$ cat config.mk
export PLATFORM = sky130hd
export DESIGN_NAME = mem_port_arbiter
export DESIGN_NICKNAME = d
export VERILOG_FILES = /design/src/rtl/mem_arb_pkg.sv /design/src/rtl/mem_arb_timer.sv /design/src/rtl/mem_port_arbiter.sv
export SDC_FILE = /design/constraint.sdc
export NUM_CORES = 1
export LEC_CHECK = 0
export BUFFER_PORTS_ARGS = -buffer_cell sky130_fd_sc_hd__buf_2
export CAP_MARGIN = 20
export CORE_AREA = 2 2 106 108
export CTS_CLUSTER_DIAMETER = 60
export DETAILED_ROUTE_END_ITERATION = 8
export DIE_AREA = 0 0 108 110
export GPL_TIMING_DRIVEN = 0
export HOLD_SLACK_MARGIN = 0.03
export PLACE_DENSITY = 0.81
export SLEW_MARGIN = 25
export SYNTH_ARGS = -nofsm -noshare
export SYNTH_HDL_FRONTEND = slang
export SYNTH_HIERARCHICAL = 1
export SYNTH_SLANG_ARGS = --single-unit
$ cat constraint.sdc
create_clock -name clk -period 5.9 [get_ports clk]
set_clock_uncertainty 0.15 [all_clocks]
set_input_delay 0.885 -clock clk [delete_from_list [all_inputs] [get_ports clk]]
set_output_delay 0.885 -clock clk [all_outputs]
set_load 0.02 [all_outputs]
$ cat src/rtl/mem_arb_pkg.sv
// Shared types and constants for the unified instruction/data memory-port arbiter.
package mem_arb_pkg;

    typedef enum logic [1:0] {
        IDLE   = 2'd0,
        I_WAIT = 2'd1,
        D_WAIT = 2'd2
    } arb_state_t;

    localparam logic [2:0] MEM_CTRL_WORD = 3'b010;

    // Bits needed for a counter whose last value is cycles-1.
    function automatic int unsigned timer_width(input int unsigned cycles);
        return (cycles < 3) ? 1 : $clog2(cycles);
    endfunction

endpackage

$ cat src/rtl/mem_arb_timer.sv
// Watchdog for the outstanding memory transaction: counts wait cycles without an ack
// and flags expiry once the count reaches TIMEOUT_CYCLES-1.
module mem_arb_timer
    import mem_arb_pkg::*;
#(
    parameter int unsigned TIMEOUT_CYCLES = 256
) (
    input  logic clk,
    input  logic reset,
    input  logic clear,
    input  logic enable,
    output logic expired
);

    localparam int unsigned      CNT_W = timer_width(TIMEOUT_CYCLES);
    localparam logic [CNT_W-1:0] LAST  = CNT_W'(TIMEOUT_CYCLES - 1);

    logic [CNT_W-1:0] count_q, count_d;

    assign expired = (count_q == LAST);

    always_comb begin
        count_d = count_q;
        if (clear) begin
            count_d = '0;
        end else if (enable && !expired) begin
            count_d = count_q + 1'b1;
        end
    end

    always_ff @(posedge clk or posedge reset) begin
        if (reset) begin
            count_q <= '0;
        end else begin
            count_q <= count_d;
        end
    end

endmodule

$ cat src/rtl/mem_port_arbiter.sv
// Shares one req/ack memory port between instruction fetch and data access, one transaction
// in flight. Define MEM_ARB_FAIRNESS_EN to bound consecutive data grants while a fetch waits.
module mem_port_arbiter
    import mem_arb_pkg::*;
#(
    parameter int unsigned size           = 32,
    parameter int unsigned TIMEOUT_CYCLES = 256,
    parameter int unsigned MAX_D_STREAK   = 4
) (
    input  logic            clk,
    input  logic            reset,
    input  logic            i_req,
    input  logic [size-1:0] i_addr,
    output logic [size-1:0] i_rdata,
    output logic            i_valid,
    input  logic            d_req,
    input  logic            d_we,
    input  logic [size-1:0] d_addr,
    input  logic [size-1:0] d_wdata,
    input  logic [2:0]      d_ctrl,
    output logic [size-1:0] d_rdata,
    output logic            d_valid,
    output logic            mem_req,
    output logic            mem_we,
    output logic [size-1:0] mem_addr,
    output logic [size-1:0] mem_wdata,
    output logic [2:0]      mem_ctrl,
    input  logic            mem_ack,
    input  logic [size-1:0] mem_rdata,
    output logic            stall_o,
    output logic            bus_error
);

    if (TIMEOUT_CYCLES < 2) begin : g_bad_timeout
        $error("mem_port_arbiter: TIMEOUT_CYCLES must be at least 2");
    end
    if (MAX_D_STREAK < 1) begin : g_bad_streak
        $error("mem_port_arbiter: MAX_D_STREAK must be at least 1");
    end

    arb_state_t      state_q, state_d;
    logic            mem_req_q, mem_req_d;
    logic            mem_we_q, mem_we_d;
    logic [size-1:0] mem_addr_q, mem_addr_d;
    logic [size-1:0] mem_wdata_q, mem_wdata_d;
    logic [2:0]      mem_ctrl_q, mem_ctrl_d;
    logic            bus_error_q, bus_error_d;

    logic in_wait;
    logic arb_now;
    logic abort;
    logic timer_expired;
    logic fetch_first;
    logic grant_d_sel;
    logic grant_i_sel;

    assign in_wait = (state_q == I_WAIT) || (state_q == D_WAIT);
    assign abort   = in_wait && timer_expired && !mem_ack;
    // Arbitration also happens in the ack cycle so back-to-back grants need no idle cycle.
    assign arb_now = (state_q == IDLE) || (in_wait && mem_ack);

    assign grant_d_sel = d_req && !fetch_first;
    assign grant_i_sel = i_req && !grant_d_sel;

    mem_arb_timer #(
        .TIMEOUT_CYCLES(TIMEOUT_CYCLES)
    ) u_timer (
        .clk    (clk),
        .reset  (reset),
        .clear  (arb_now || abort),
        .enable (in_wait && !mem_ack),
        .expired(timer_expired)
    );

`ifdef MEM_ARB_FAIRNESS_EN
    localparam int unsigned STREAK_W = $clog2(MAX_D_STREAK + 1);

    logic [STREAK_W-1:0] streak_q, streak_d;

    always_comb begin
        streak_d = streak_q;
        if (arb_now) begin
            if (!i_req || grant_i_sel) begin
                streak_d = '0;
            end else if (grant_d_sel) begin
                streak_d = streak_q + 1'b1;
            end
        end
    end

    always_ff @(posedge clk or posedge reset) begin
        if (reset) begin
            streak_q <= '0;
        end else begin
            streak_q <= streak_d;
        end
    end

    assign fetch_first = i_req && (streak_q == STREAK_W'(MAX_D_STREAK));
`else
    assign fetch_first = 1'b0;
`endif

    always_comb begin
        state_d     = state_q;
        mem_req_d   = mem_req_q;
        mem_we_d    = mem_we_q;
        mem_addr_d  = mem_addr_q;
        mem_wdata_d = mem_wdata_q;
        mem_ctrl_d  = mem_ctrl_q;
        bus_error_d = bus_error_q;
        if (abort) begin
            state_d     = IDLE;
            mem_req_d   = 1'b0;
            mem_we_d    = 1'b0;
            bus_error_d = 1'b1;
        end else if (arb_now) begin
            if (grant_d_sel) begin
                state_d     = D_WAIT;
                mem_req_d   = 1'b1;
                mem_we_d    = d_we;
                mem_addr_d  = d_addr;
                mem_wdata_d = d_wdata;
                mem_ctrl_d  = d_ctrl;
            end else if (grant_i_sel) begin
                state_d     = I_WAIT;
                mem_req_d   = 1'b1;
                mem_we_d    = 1'b0;
                mem_addr_d  = i_addr;
                mem_wdata_d = '0;
                mem_ctrl_d  = MEM_CTRL_WORD;
            end else begin
                state_d   = IDLE;
                mem_req_d = 1'b0;
                mem_we_d  = 1'b0;
            end
        end
    end

    always_ff @(posedge clk or posedge reset) begin
        if (reset) begin
            state_q     <= IDLE;
            mem_req_q   <= 1'b0;
            mem_we_q    <= 1'b0;
            mem_addr_q  <= '0;
            mem_wdata_q <= '0;
            mem_ctrl_q  <= '0;
            bus_error_q <= 1'b0;
        end else begin
            state_q     <= state_d;
            mem_req_q   <= mem_req_d;
            mem_we_q    <= mem_we_d;
            mem_addr_q  <= mem_addr_d;
            mem_wdata_q <= mem_wdata_d;
            mem_ctrl_q  <= mem_ctrl_d;
            bus_error_q <= bus_error_d;
        end
    end

    assign mem_req   = mem_req_q;
    assign mem_we    = mem_we_q;
    assign mem_addr  = mem_addr_q;
    assign mem_wdata = mem_wdata_q;
    assign mem_ctrl  = mem_ctrl_q;
    assign bus_error = bus_error_q;

    // An aborted transaction still completes towards its owner, with zeroed data.
    assign i_valid = (state_q == I_WAIT) && (mem_ack || abort);
    assign d_valid = (state_q == D_WAIT) && (mem_ack || abort);
    assign i_rdata = abort ? '0 : mem_rdata;
    assign d_rdata = abort ? '0 : mem_rdata;

    assign stall_o = (i_req && !i_valid) || (d_req && !d_valid);

endmodule

== After elaboration in Yosys (flattened, before gate mapping) ==
Cells that the tools add are included.

* Register bits: 80
* Input bits: 137
* Output and inout port bits: 137

* Add/subtract/negate cells: 1
* Equality and inequality tests: 3
* Multiplexer cells: 20
* Bitwise logic cells: 1
* Reduce and logical (&&, ||, !) cells: 25

{| class="wikitable"
|+ Operators with widths
! operator !! number
|-
| $mux 32 || 5
|-
| $mux 8 || 2
|-
| $logic_and 1x1->1 || 10
|-
| $add 8x1->8 const B || 1
|-
| $eq 8x8->1 const B || 1
|-
| $mux 1 || 8
|-
| $mux 2 || 3
|-
| $mux 3 || 2
|-
| $reduce_bool 2->1 || 3
|-
| $logic_not 1->1 || 5
|-
| $logic_or 1x1->1 || 5
|-
| $reduce_and 3->1 || 1
|-
| $eq 2x1->1 const B || 1
|-
| $eq 2x2->1 const B || 1
|-
| $logic_not 2->1 || 1
|-
| $not 1->1 || 1
|}

== Longest topological paths before layout ==
Gate-level depths: netlist (run 1).

* Depth in word-level cells: 9
* Mapped depth: 10
* Mapped depth without buffers: 8

== Cells and area by module ==
Netlist (run 1), hierarchy kept.

{| class="wikitable"
|+ By module, submodules not included
! module !! times used !! cells each !! area each (um^2) !! sequential area each (um^2)
|-
| mem_port_arbiter || 1 || 281 || 3698.5 || 1801.7
|-
| mem_arb_timer || 1 || 48 || 491.7 || 200.2
|}

== Least setup slack after synthesis (run 1) ==
OpenSTA, ideal clock, no wires.

* Path type: register to output
* From: reg u_timer.count_q[0]
* To: out i_rdata[10]
* Data arrival time: 2.035 ns
* Path slack: 2.830 ns
* Cell stages (with the launch flop): 9
* Cell sequence: dfrtp_1 > ha_1 > and3_1 > buf_2 > and2_2 > nand3b_1 > clkbuf_1 > and2_1 > buf_4

* Cells in the longest elaborated chain, start to end: 4

{| class="wikitable"
|+ Ends and longest elaborated chain
! what !! RTL line !! text
|-
| start: declaration || mem_arb_timer.sv:18 || <nowiki>logic [CNT_W-1:0] count_q, count_d;</nowiki>
|-
| start signal: assignment || mem_arb_timer.sv:35 || <nowiki>count_q <= count_d;</nowiki>
|-
| $eq 8x8->1 || mem_arb_timer.sv:20 || <nowiki>assign expired = (count_q == LAST);</nowiki>
|-
| via timer_expired || mem_port_arbiter.sv:52 || <nowiki>logic timer_expired;</nowiki>
|-
| $logic_and 1x1->1 (2 in series) || mem_port_arbiter.sv:58 || <nowiki>assign abort = in_wait && timer_expired && !mem_ack;</nowiki>
|-
| $mux 32 || n/a ||
|-
| end: declaration || mem_port_arbiter.sv:14 || <nowiki>output logic [size-1:0] i_rdata,</nowiki>
|}

The timed path passes the listed nets, and every way through them passes these cells.

== Worst setup path in the final report (run 1) ==
* From: reg u_timer.count_q[0]
* To: out i_rdata[23]

* Cells in the longest elaborated chain, start to end: 4

{| class="wikitable"
|+ Ends and longest elaborated chain
! what !! RTL line !! text
|-
| $eq 8x8->1 || mem_arb_timer.sv:20 ||
|-
| via timer_expired || mem_port_arbiter.sv:52 ||
|-
| $logic_and 1x1->1 (2 in series) || mem_port_arbiter.sv:58 ||
|-
| $mux 32 || mem_port_arbiter.sv:170 || <nowiki>assign i_rdata = abort ? '0 : mem_rdata;</nowiki>
|}

The timed path passes the listed nets, and every way through them passes these cells.

==> results.sh, run 1 <==
export IMPL_crit_family="simple AND/OR/NAND/NOR gates"
export IMPL_grt_usage=0.1881
export IMPL_gr_total_overflow=0
export IMPL_cp_slowest_cell="dfrtp_1"
export IMPL_r2r_cells=10
export IMPL_grt_pass1_vias=3540
export IMPL_rr_startpoint="u_timer/count_q[0]$_DFFE_PP0P_"
export IMPL_hold_path_class="flop to flop"
export IMPL_path_class="flop to output pin"
export IMPL_setup_ws_ns=2.089
export IMPL_viasPerCell=4.651
export IMPL_post_cts_buffers=0
export IMPL_wl_um=11560
export IMPL_wire_per_inst_um=15.23
export IMPL_rrSetupSlack_ns=3.11
export IMPL_dieArea_mm2=0.01188
export IMPL_cts_sinks=80
export IMPL_drc=0
export IMPL_cpPeakStageDelay_ns=0.43
export IMPL_start_util=0.3917
export IMPL_die_h_um=110
export IMPL_final_common_cell="buf_2"
export IMPL_h_tree_depth=3
export IMPL_hold_depth=1
export IMPL_cp_end_kind="output pin"
export IMPL_portBuffers=272
export IMPL_synth_top_flop_cell="dfrtp_1"
export IMPL_async_flop_share=1.000
export IMPL_grt_pass1_wl_um=17360
export IMPL_slew_headroom=0.6454
export IMPL_yosys_warnings=6
export IMPL_postCtsHoldBufs=0
export IMPL_layout_common_cells="279 x buf_2, 80 x dfrtp_1, 45 x mux2_2, 36 x a22o_1"
export IMPL_setup_violations=0
export IMPL_startpoint_type="flop"
export IMPL_ant_nets=0
export IMPL_synth_cell_area_mm2=0.004190
export IMPL_power_leakage_nw=3.208
export IMPL_rows=38
export IMPL_antenna_found_initial=1
export IMPL_layout_nets=754
export IMPL_numCtsBuffers=9
export IMPL_grt_start_max_net_pins=56
export IMPL_cts_buffer_depth=2
export IMPL_cp_required_ns=4.87
export IMPL_path_cells="ha_1, and3_1, buf_2, and2_2, nand3b_1, clkbuf_1, and2_1, buf_4, buf_2"
export IMPL_cts_resized=0
export IMPL_gp_congestion=0.8152
export IMPL_seq_area_frac_synth=0.4778
export IMPL_hold_viol=0
export IMPL_crit_reg2reg_capture="u_timer/count_q[1]$_DFFE_PP0P_"
export IMPL_hold_start="bus_error$_DFFE_PP0P_"
export IMPL_synth_seq_cells=80
export IMPL_clock_fmax_ghz=0.2624
export IMPL_root_buffer="clkbuf_8"
export IMPL_worst_path_max_fanout=10
export IMPL_final_util=0.5594
export IMPL_cts_tree="built"
export IMPL_power_density_mw_per_mm2=460.0
export IMPL_status="finished, final reports clean"
export IMPL_drt_pass1_iterations=4
export IMPL_fin_tns_setup_ns=0
export IMPL_drive_gt1_frac=0.6634
export IMPL_rsz0062_at_grt="no"
export IMPL_period_share=0.6459
export IMPL_vdd_drop_max_uv=261.5
export IMPL_path_buf_inv=4
export IMPL_dpl_cell_area_mm2=0.005757
export IMPL_synth_edf_count=0
export IMPL_insertion_delay_ns=0.35
export IMPL_holdPathEnd="bus_error$_DFFE_PP0P_"
export IMPL_vias=3530
export IMPL_drt_iter0_markers=104
export IMPL_area_delta_synth_final_pct=42.82
export IMPL_path_clk_slew_ns=0.09
export IMPL_core_mm2=0.01070
export IMPL_maxCapViolCount=0
export IMPL_critPathArrivalTime_ns=2.78
export IMPL_final_area_mm2=0.005984
export IMPL_crit_top_cell="buf_2"
export IMPL_dp_slack_ns=2.462
export IMPL_syn_inst=329
export IMPL_p_total_mw=2.753
export IMPL_ioPinCount=274
export IMPL_dpl_hpwl_um=9195
export IMPL_synth_net_count=470
export IMPL_fin_crit_ns=3.811
export IMPL_die_w_um=108
export IMPL_syn_avg_cell_area_um2=12.74
export IMPL_worstMarginPinSlew_ns=0.5319
export IMPL_slew_viol_final=0
export IMPL_synth_cell_types=43
==> through the flow <==
step,cells,hold WS [ns]
after floorplan,329,0.3163
after global placement,741,0.3156
after detailed placement,742,0.3160
after CTS,758,0.3226
after global routing,759,0.3345
final,759,0.3280
==> registers in the layout (all words and copies together) (netlist names) <==
| name | flops |
|---|---|
| mem_ctrl | 3 |
| state_q | 2 |
| u_timer/count_q | 8 |
| mem_req | 1 |
| mem_wdata | 32 |
| mem_we | 1 |
| mem_addr | 32 |
| bus_error | 1 |
==> worst reg2reg max path: cells and delay by family, from the launching register on <==
kind,cells,cell delay [ns]
multiplexers,1,0.12
AND/OR/NAND/NOR,4,1.02
adder cells (fa/ha/maj),1,0.29
buffers and inverters,3,0.55
flip-flops,1,0.43
AO/OA/AOI/OAI,1,0.17
==> worst max path at each step <==
stage | startpoint | to | slack, ns | cells after the start
detailed placement | u_timer/count_q[0]$_DFFE_PP0P_ | i_rdata[23] | 2.46 | 9
finish | u_timer/count_q[0]$_DFFE_PP0P_ | i_rdata[23] | 2.09 | 9
CTS | u_timer/count_q[0]$_DFFE_PP0P_ | i_rdata[23] | 2.05 | 9
floorplan | u_timer/count_q[0]$_DFFE_PP0P_ | i_rdata[10] | 2.83 | 8
global route | u_timer/count_q[0]$_DFFE_PP0P_ | i_rdata[23] | 1.88 | 9
global placement | reset | mem_wdata[28]$_DFFE_PP0P_ | 2.16 | 2
==> cells in the mapped netlist (3+ instances only) <==
library cell | number | area share
dfrtp_1 | 80 | 0.48
mux2_2 | 45 | 0.12
a22o_1 | 36 | 0.075
and2_1 | 32 | 0.048
buf_4 | 32 | 0.057
mux2_4 | 20 | 0.072
buf_2 | 7 | 0.0084
inv_1 | 7 | 0.0063
nor2b_1 | 6 | 0.0090
buf_6 | 5 | 0.013
clkbuf_1 | 4 | 0.0036
ha_1 | 4 | 0.012
nor2_1 | 4 | 0.0036
a21oi_1 | 3 | 0.0036
buf_8 | 3 | 0.011
nand2b_1 | 3 | 0.0045
nand3_1 | 3 | 0.0036
==> final cells by class <==
cell class | instances | area [um^2]
fill | 953 | 4713
sequential | 80 | 2002
multi-input combinational | 189 | 1754
timing repair buffer | 273 | 1389
buffer | 52 | 404.1
tap | 140 | 175.2
clock buffer | 9 | 123.9
clock inverter | 7 | 101.3
inverter | 8 | 32.53
antenna | 1 | 2.502
==> cell families after synthesis <==
family,share of synthesized area
AO/OA/AOI/OAI,0.1182
buffers and inverters,0.1036
multiplexers,0.2001
adder cells (fa/ha/maj),0.01194
AND/OR/NAND/NOR,0.08838
flip-flops,0.4778
==> where the power goes <==
part           switching (mW)  leakage [nW]  internal (mW)
clock network           0.211         0.107          0.243
registers               0.125         0.992          0.779
logic                   0.755          2.11          0.639
total                    1.09          3.21           1.66
==> per-layer routing <==
metal	track usage	share of wire	wire, um	up-vias
met5	0	0	0	-
met4	0.06868	0.019	223	0
met3	0.04644	0.056	642	21
met2	0.3104	0.51	5885	129
met1	0.2411	0.42	4808	1672
li1	-	-	-	1708
No activity file was read; power rests on OpenSTA's default activity.
==> run 2: changes to the inputs <==
--- a/config.mk
+++ b/config.mk
@@ -5,12 +5,12 @@
 export SDC_FILE = /design/constraint.sdc
 export NUM_CORES = 1
 export LEC_CHECK = 0
+export ABC_AREA = 1
 export BUFFER_PORTS_ARGS = -buffer_cell sky130_fd_sc_hd__buf_2
 export CAP_MARGIN = 20
-export CORE_AREA = 2 2 106 108
+export CORE_UTILIZATION = 40
 export CTS_CLUSTER_DIAMETER = 60
 export DETAILED_ROUTE_END_ITERATION = 8
-export DIE_AREA = 0 0 108 110
 export GPL_TIMING_DRIVEN = 0
 export HOLD_SLACK_MARGIN = 0.03
 export PLACE_DENSITY = 0.81
==> constraint.sdc (replaced) <==
create_clock -name clk -period 3.7 [get_ports clk]
set_clock_uncertainty 0.15 [all_clocks]
set_input_delay 0.555 -clock clk [delete_from_list [all_inputs] [get_ports clk]]
set_output_delay 0.555 -clock clk [all_outputs]
set_load 0.02 [all_outputs]
==> run 2 against run 1 <==
  * Clock-buffer cell count did not move
  * Sequential power rose by 62%
  * Die area fell by 2.0%
  * Final area rose by 4.8%
  * Cell count rose by 37%
  * Power rose by 64%
  * Global-route usage rose by 8.5 points
  * Synthesized cell count rose by 86%
  * Via count rose by 44%
  * Critical path type unchanged
  * Largest power group unchanged
  * Highest routed layer unchanged
==> results.sh, run 2 <==
export IMPL_status="finished, final reports clean"
export IMPL_seq_area_frac_synth=0.4462
export IMPL_synth_cell_area_mm2=0.004487
export IMPL_synth_top_flop_cell="dfrtp_1"
export IMPL_root_buffer="clkbuf_8"
export IMPL_vias=5081
export IMPL_drt_pass1_iterations=5
export IMPL_async_flop_share=1.000
export IMPL_gp_congestion=0.8926
export IMPL_synth_seq_cells=80
export IMPL_critPathArrivalTime_ns=2.53
export IMPL_power_leakage_nw=3.897
export IMPL_holdWs_ns=0.2804
export IMPL_hold_path_class="primary input to flop"
export IMPL_wl_um=15890
export IMPL_cts_tree="built"
export IMPL_ioPinCount=274
export IMPL_grt_pass1_vias=4743
export IMPL_layout_cells_non_filler=1043
export IMPL_layout_nets=1039
export IMPL_dpl_hpwl_um=12600
export IMPL_synth_cell_types=25
export IMPL_post_cts_buffers=0
export IMPL_period_share=0.8734
export IMPL_path_class="flop to output pin"
export IMPL_slew_headroom=0.6502
export IMPL_diodes=0
export IMPL_cts_sinks=80
export IMPL_wire_per_inst_um=15.23
export IMPL_syn_inst=613
export IMPL_slew_viol_final=0
export IMPL_setup_violations=0
export IMPL_die_w_um=107.9
export IMPL_yosys_warnings=6
export IMPL_worst_path_max_fanout=10
export IMPL_fin_crit_ns=3.231
export IMPL_rrSetupSlack_ns=1.26
export IMPL_power_density_mw_per_mm2=717.6
export IMPL_viasPerCell=4.872
export IMPL_final_common_cell="buf_2"
export IMPL_layout_common_cells="285 x buf_2, 258 x nand2_1, 80 x dfrtp_1, 70 x nand4_1, 53 x inv_1"
export IMPL_maxCapViolCount=0
export IMPL_drt_iter0_markers=279
export IMPL_hold_viol=0
export IMPL_synth_top_cell_area_share=0.4462
export IMPL_die_h_um=107.9
export IMPL_cts_buffer_depth=2
export IMPL_drive_gt1_frac=0.3976
export IMPL_cp_end_kind="output pin"
export IMPL_fin_tns_setup_ns=0
export IMPL_rsz0062_at_grt="no"
export IMPL_dp_slack_ns=0.8578
export IMPL_start_util=0.4121
export IMPL_area_delta_synth_final_pct=39.82
export IMPL_antenna_found_initial=0
export IMPL_numCtsBuffers=9
export IMPL_clock_fmax_ghz=0.3095
export IMPL_core_mm2=0.01089
export IMPL_synth_top_cell_by_area="dfrtp_1"
export IMPL_grt_start_max_net_pins=49
export IMPL_grt_usage=0.2734
export IMPL_vdd_drop_max_uv=450.2
export IMPL_cp_required_ns=2.99
export IMPL_dieArea_mm2=0.01164
export IMPL_postCtsHoldBufs=1
export IMPL_worstMarginPinSlew_ns=0.5247
export IMPL_grt_pass1_wl_um=23810
export IMPL_ant_nets=0
export IMPL_syn_avg_cell_area_um2=7.319
export IMPL_drc=0
export IMPL_startpoint_type="flop"
export IMPL_dp_cells=1026
export IMPL_synth_most_common_cell="nand2_1"
export IMPL_path_clk_slew_ns=0.11
export IMPL_synth_net_count=754
export IMPL_cts_resized=0
export IMPL_synth_commonest_cells="258 x nand2_1, 80 x dfrtp_1, 70 x nand4_1"
export IMPL_gr_total_overflow=0
export IMPL_rows=38
export IMPL_setup_ws_ns=0.4686
export IMPL_h_tree_depth=3
export IMPL_synth_area_leaders="dfrtp_1 45%, nand2_1 22%, nand4_1 9.8%, buf_4 7.0%, inv_1 4.5%"
export IMPL_insertion_delay_ns=0.35
export IMPL_synth_edf_count=0
export IMPL_portBuffers=272
## run 2: changes by cell type after synthesis, moves of 8 or more
cell     before  now
nand4_1       2   70
nand3_1       3   11
mux2_4       20    0
mux2_2       45    0
and2_1       32    0
buf_4        32   42
inv_1         7   54
a22o_1       36    0
nor2_1        4   39
nand2_1       1  258
## run 2: cells by family (layout without fill, tap and decap cells)
group / Yosys count / after routing / share of synthesized area
compound gates: 13 / 13 / 0.01757
xor+xnor: 1 / 1 / 0.001952
fa+ha+maj: 4 / 4 / 0.01115
buf+inv: 127 / 417 / 0.1467
flops: 80 / 80 / 0.4462
simple gates: 388 / 388 / 0.3765
## run 2: final cells by class
| class | instances | area (um^2) |
|---|---|---|
| Fill cell | 1070 | 4614 |
| Sequential cell | 80 | 2002 |
| Multi-Input combinational cell | 406 | 1827 |
| Timing Repair Buffer | 274 | 1399 |
| Buffer | 71 | 440.4 |
| Inverter | 56 | 220.2 |
| Tap cell | 140 | 175.2 |
| Clock buffer | 9 | 123.9 |
| Clock inverter | 7 | 86.33 |
## run 2: final timing paths
kind	depth (start not counted)	start	to
worst max register to register	13	u_timer/count_q[1]$_DFFE_PP0P_	u_timer/count_q[7]$_DFFE_PP0P_
worst max-delay path	11	u_timer/count_q[1]$_DFFE_PP0P_	i_rdata[22]
max in group asynchronous	4	reset	mem_ctrl[2]$_DFFE_PP0P_
worst min register to register	2	mem_wdata[18]$_DFFE_PP0P_	mem_wdata[18]$_DFFE_PP0P_
worst min-delay path	3	d_wdata[8]	mem_wdata[8]$_DFFE_PP0P_
min in group asynchronous	3	reset	u_timer/count_q[1]$_DFFE_PP0P_
## run 2: metal layers
layer / track usage / part of all wire / vias up
met4: 0.1047 / 0.028 / 0
li1: - / - / 2477
met2: 0.4753 / 0.49 / 207
met1: 0.3286 / 0.40 / 2371
met3: 0.06174 / 0.078 / 26
met5: 0 / 0 / -
## run 2: report_power, final
part           total (mW)  internal [mW]  switching, mW
Clock               0.704          0.328          0.376
Sequential           1.47           1.27          0.206
Combinational        2.33          0.736           1.59
Total                4.50           2.33           2.17
## run 2: metrics by stage
| step | utilization | instance area (um^2) | power [mW] |
|---|---|---|---|
| floorplan | - | 4487 | 2.970 |
| global placement | 0.5532 | 6023 | 3.762 |
| detailed placement | 0.5560 | 6053 | 3.815 |
| CTS | 0.5762 | 6274 | 4.518 |
| global route | 0.5762 | 6274 | 4.808 |
| finish | 0.5762 | 6274 | 4.502 |
## run 2: critical path: stages, from the launching register on
cell	delay, ns
dfrtp_1	0.42
ha_1	0.23
nand2_2	0.13
nor2_4	0.05
nand2_2	0.06
inv_1	0.05
nand3_1	0.23
inv_1	0.17
buf_2	0.24
nor2_1	0.29
buf_4	0.17
buf_2	0.15
==> run 3: changes to the inputs <==
--- a/config.mk
+++ b/config.mk
@@ -5,12 +5,12 @@
 export SDC_FILE = /design/constraint.sdc
 export NUM_CORES = 1
 export LEC_CHECK = 0
-export ABC_AREA = 1
 export BUFFER_PORTS_ARGS = -buffer_cell sky130_fd_sc_hd__buf_2
 export CAP_MARGIN = 20
-export CORE_UTILIZATION = 40
+export CORE_AREA = 2 2 106 108
 export CTS_CLUSTER_DIAMETER = 60
 export DETAILED_ROUTE_END_ITERATION = 8
+export DIE_AREA = 0 0 108 110
 export GPL_TIMING_DRIVEN = 0
 export HOLD_SLACK_MARGIN = 0.03
 export PLACE_DENSITY = 0.81
==> run 3 against run 2 <==
  * Hold slack worse by 0.015 ns
  * Sequential share of layout area is 1.5 points higher
  * Sequential cell count stayed put
  * First-iteration DRC count is 69% lower
  * Global-route usage is 8.5 points lower
  * Worst setup slack worse by 0.25 ns
  * Critical path depth is 2 lower
  * Via count is 30% lower
  * Routed wire length is 27% lower
  * Largest cell class unchanged
  * Final area is 4.4% lower
  * Die area is 2.0% higher
==> results.sh, run 3 (synthesis gave the netlist of run 1 again) <==
export IMPL_holdWs_ns=0.2655
export IMPL_hold_path_class="primary input to flop"
export IMPL_ant_nets=0
export IMPL_dieArea_mm2=0.01188
export IMPL_p_total_mw=4.390
export IMPL_critPathArrivalTime_ns=2.78
export IMPL_drt_pass1_iterations=4
export IMPL_layout_common_cells="279 x buf_2, 80 x dfrtp_1, 45 x mux2_2, 36 x a22o_1"
export IMPL_final_common_cell="buf_2"
export IMPL_hold_depth=2
export IMPL_drive_gt1_frac=0.6624
export IMPL_gr_total_overflow=0
export IMPL_drc=0
export IMPL_fin_crit_ns=3.484
export IMPL_cts_sinks=80
export IMPL_portBuffers=272
export IMPL_cp_required_ns=2.99
export IMPL_wire_per_inst_um=15.24
export IMPL_cts_tree="built"
export IMPL_drt_iter0_markers=87
export IMPL_dp_cells=742
export IMPL_clock_fmax_ghz=0.2870
export IMPL_vias=3532
export IMPL_startpoint_type="flop"
export IMPL_maxCapViolCount=0
export IMPL_vdd_drop_max_uv=417.0
export IMPL_post_cts_buffers=0
export IMPL_path_class="flop to output pin"
export IMPL_r2r_cells=10
export IMPL_grt_pass1_vias=3552
export IMPL_fin_tns_setup_ns=0
export IMPL_root_buffer="clkbuf_8"
export IMPL_rows=38
export IMPL_antenna_found_initial=1
export IMPL_grt_usage=0.1886
export IMPL_worst_path_max_fanout=10
export IMPL_grt_pass1_wl_um=17400
export IMPL_status="finished, final reports clean"
export IMPL_ioPinCount=274
export IMPL_area_delta_synth_final_pct=43.06
export IMPL_grt_start_max_net_pins=56
export IMPL_power_density_mw_per_mm2=732.4
export IMPL_viasPerCell=4.647
export IMPL_insertion_delay_ns=0.35
export IMPL_layout_cells_non_filler=760
export IMPL_power_leakage_nw=3.212
export IMPL_die_w_um=108
export IMPL_rsz0062_at_grt="no"
export IMPL_die_h_um=110
export IMPL_numCtsBuffers=9
export IMPL_core_mm2=0.01070
export IMPL_worstMarginPinSlew_ns=0.5319
export IMPL_cts_buffer_depth=2
export IMPL_h_tree_depth=3
export IMPL_slew_headroom=0.6454
export IMPL_wl_um=11590
export IMPL_gp_congestion=0.8152
export IMPL_cp_end_kind="output pin"
export IMPL_hold_viol=0
export IMPL_layout_nets=755
export IMPL_dpl_hpwl_um=9195
export IMPL_path_clk_slew_ns=0.09
export IMPL_cts_resized=0
export IMPL_setup_violations=0
export IMPL_slew_viol_final=0
export IMPL_start_util=0.3917
export IMPL_period_share=0.9416
-- run 3: path summary, 6_finish.rpt --
kind	to	from	slack [ns]
worst max-delay path	i_rdata[23]	u_timer/count_q[0]$_DFFE_PP0P_	0.22
min in group asynchronous	bus_error$_DFFE_PP0P_	reset	0.57
worst min register to register	bus_error$_DFFE_PP0P_	bus_error$_DFFE_PP0P_	0.33
worst max register to register	u_timer/count_q[1]$_DFFE_PP0P_	u_timer/count_q[0]$_DFFE_PP0P_	0.92
worst min-delay path	mem_wdata[2]$_DFFE_PP0P_	d_wdata[2]	0.27
max in group asynchronous	mem_addr[12]$_DFFE_PP0P_	reset	2.29
-- run 3: metal layers --
layer / wire length, um / track usage
met5: 0 / 0
met4: 223 / 0.06868
met3: 662 / 0.04644
met2: 5899 / 0.3122
met1: 4801 / 0.2411
-- run 3: cell type report --
class                           instances  area [um^2]
Clock buffer                            9        123.9
Multi-Input combinational cell        189         1754
Sequential cell                        80         2002
Clock inverter                          7        101.3
Timing Repair Buffer                  274         1399
Tap cell                              140        175.2
Fill cell                             952         4703
Inverter                                8        32.53
Buffer                                 52        404.1
Antenna cell                            1        2.502
-- run 3: repair_timing --
action,4_1_cts,5_1_grt
hold buffers,1,0
hold endpoints to repair,25,0
setup endpoints to repair,0,0
-- run 3: where the power goes --
group / internal (mW) / leakage (nW) / switching, mW
registers: 1.24 / 0.992 / 0.200
logic: 1.02 / 2.11 / 1.20
clock network: 0.387 / 0.107 / 0.337
-- run 3: stage by stage --
stage | worst slack (ns) | cell area, um^2 | util
6_report | 0.2159 | 5995 | 0.5604
5_1_grt | 0.008072 | 5995 | 0.5604
4_1_cts | 0.1841 | 5992 | 0.5601
3_5_place_dp | 0.5921 | 5757 | 0.5381
3_3_place_gp | 0.2908 | 5727 | 0.5353
2_1_floorplan | 0.9604 | 4190 | -
-- run 3: critical path, cell delays in order, from the launching register on --
cell,delay (ns)
dfrtp_1,0.42
ha_1,0.29
and3_1,0.21
buf_2,0.16
and2_2,0.23
nand3b_1,0.28
clkbuf_1,0.31
and2_1,0.24
buf_4,0.12
buf_2,0.15
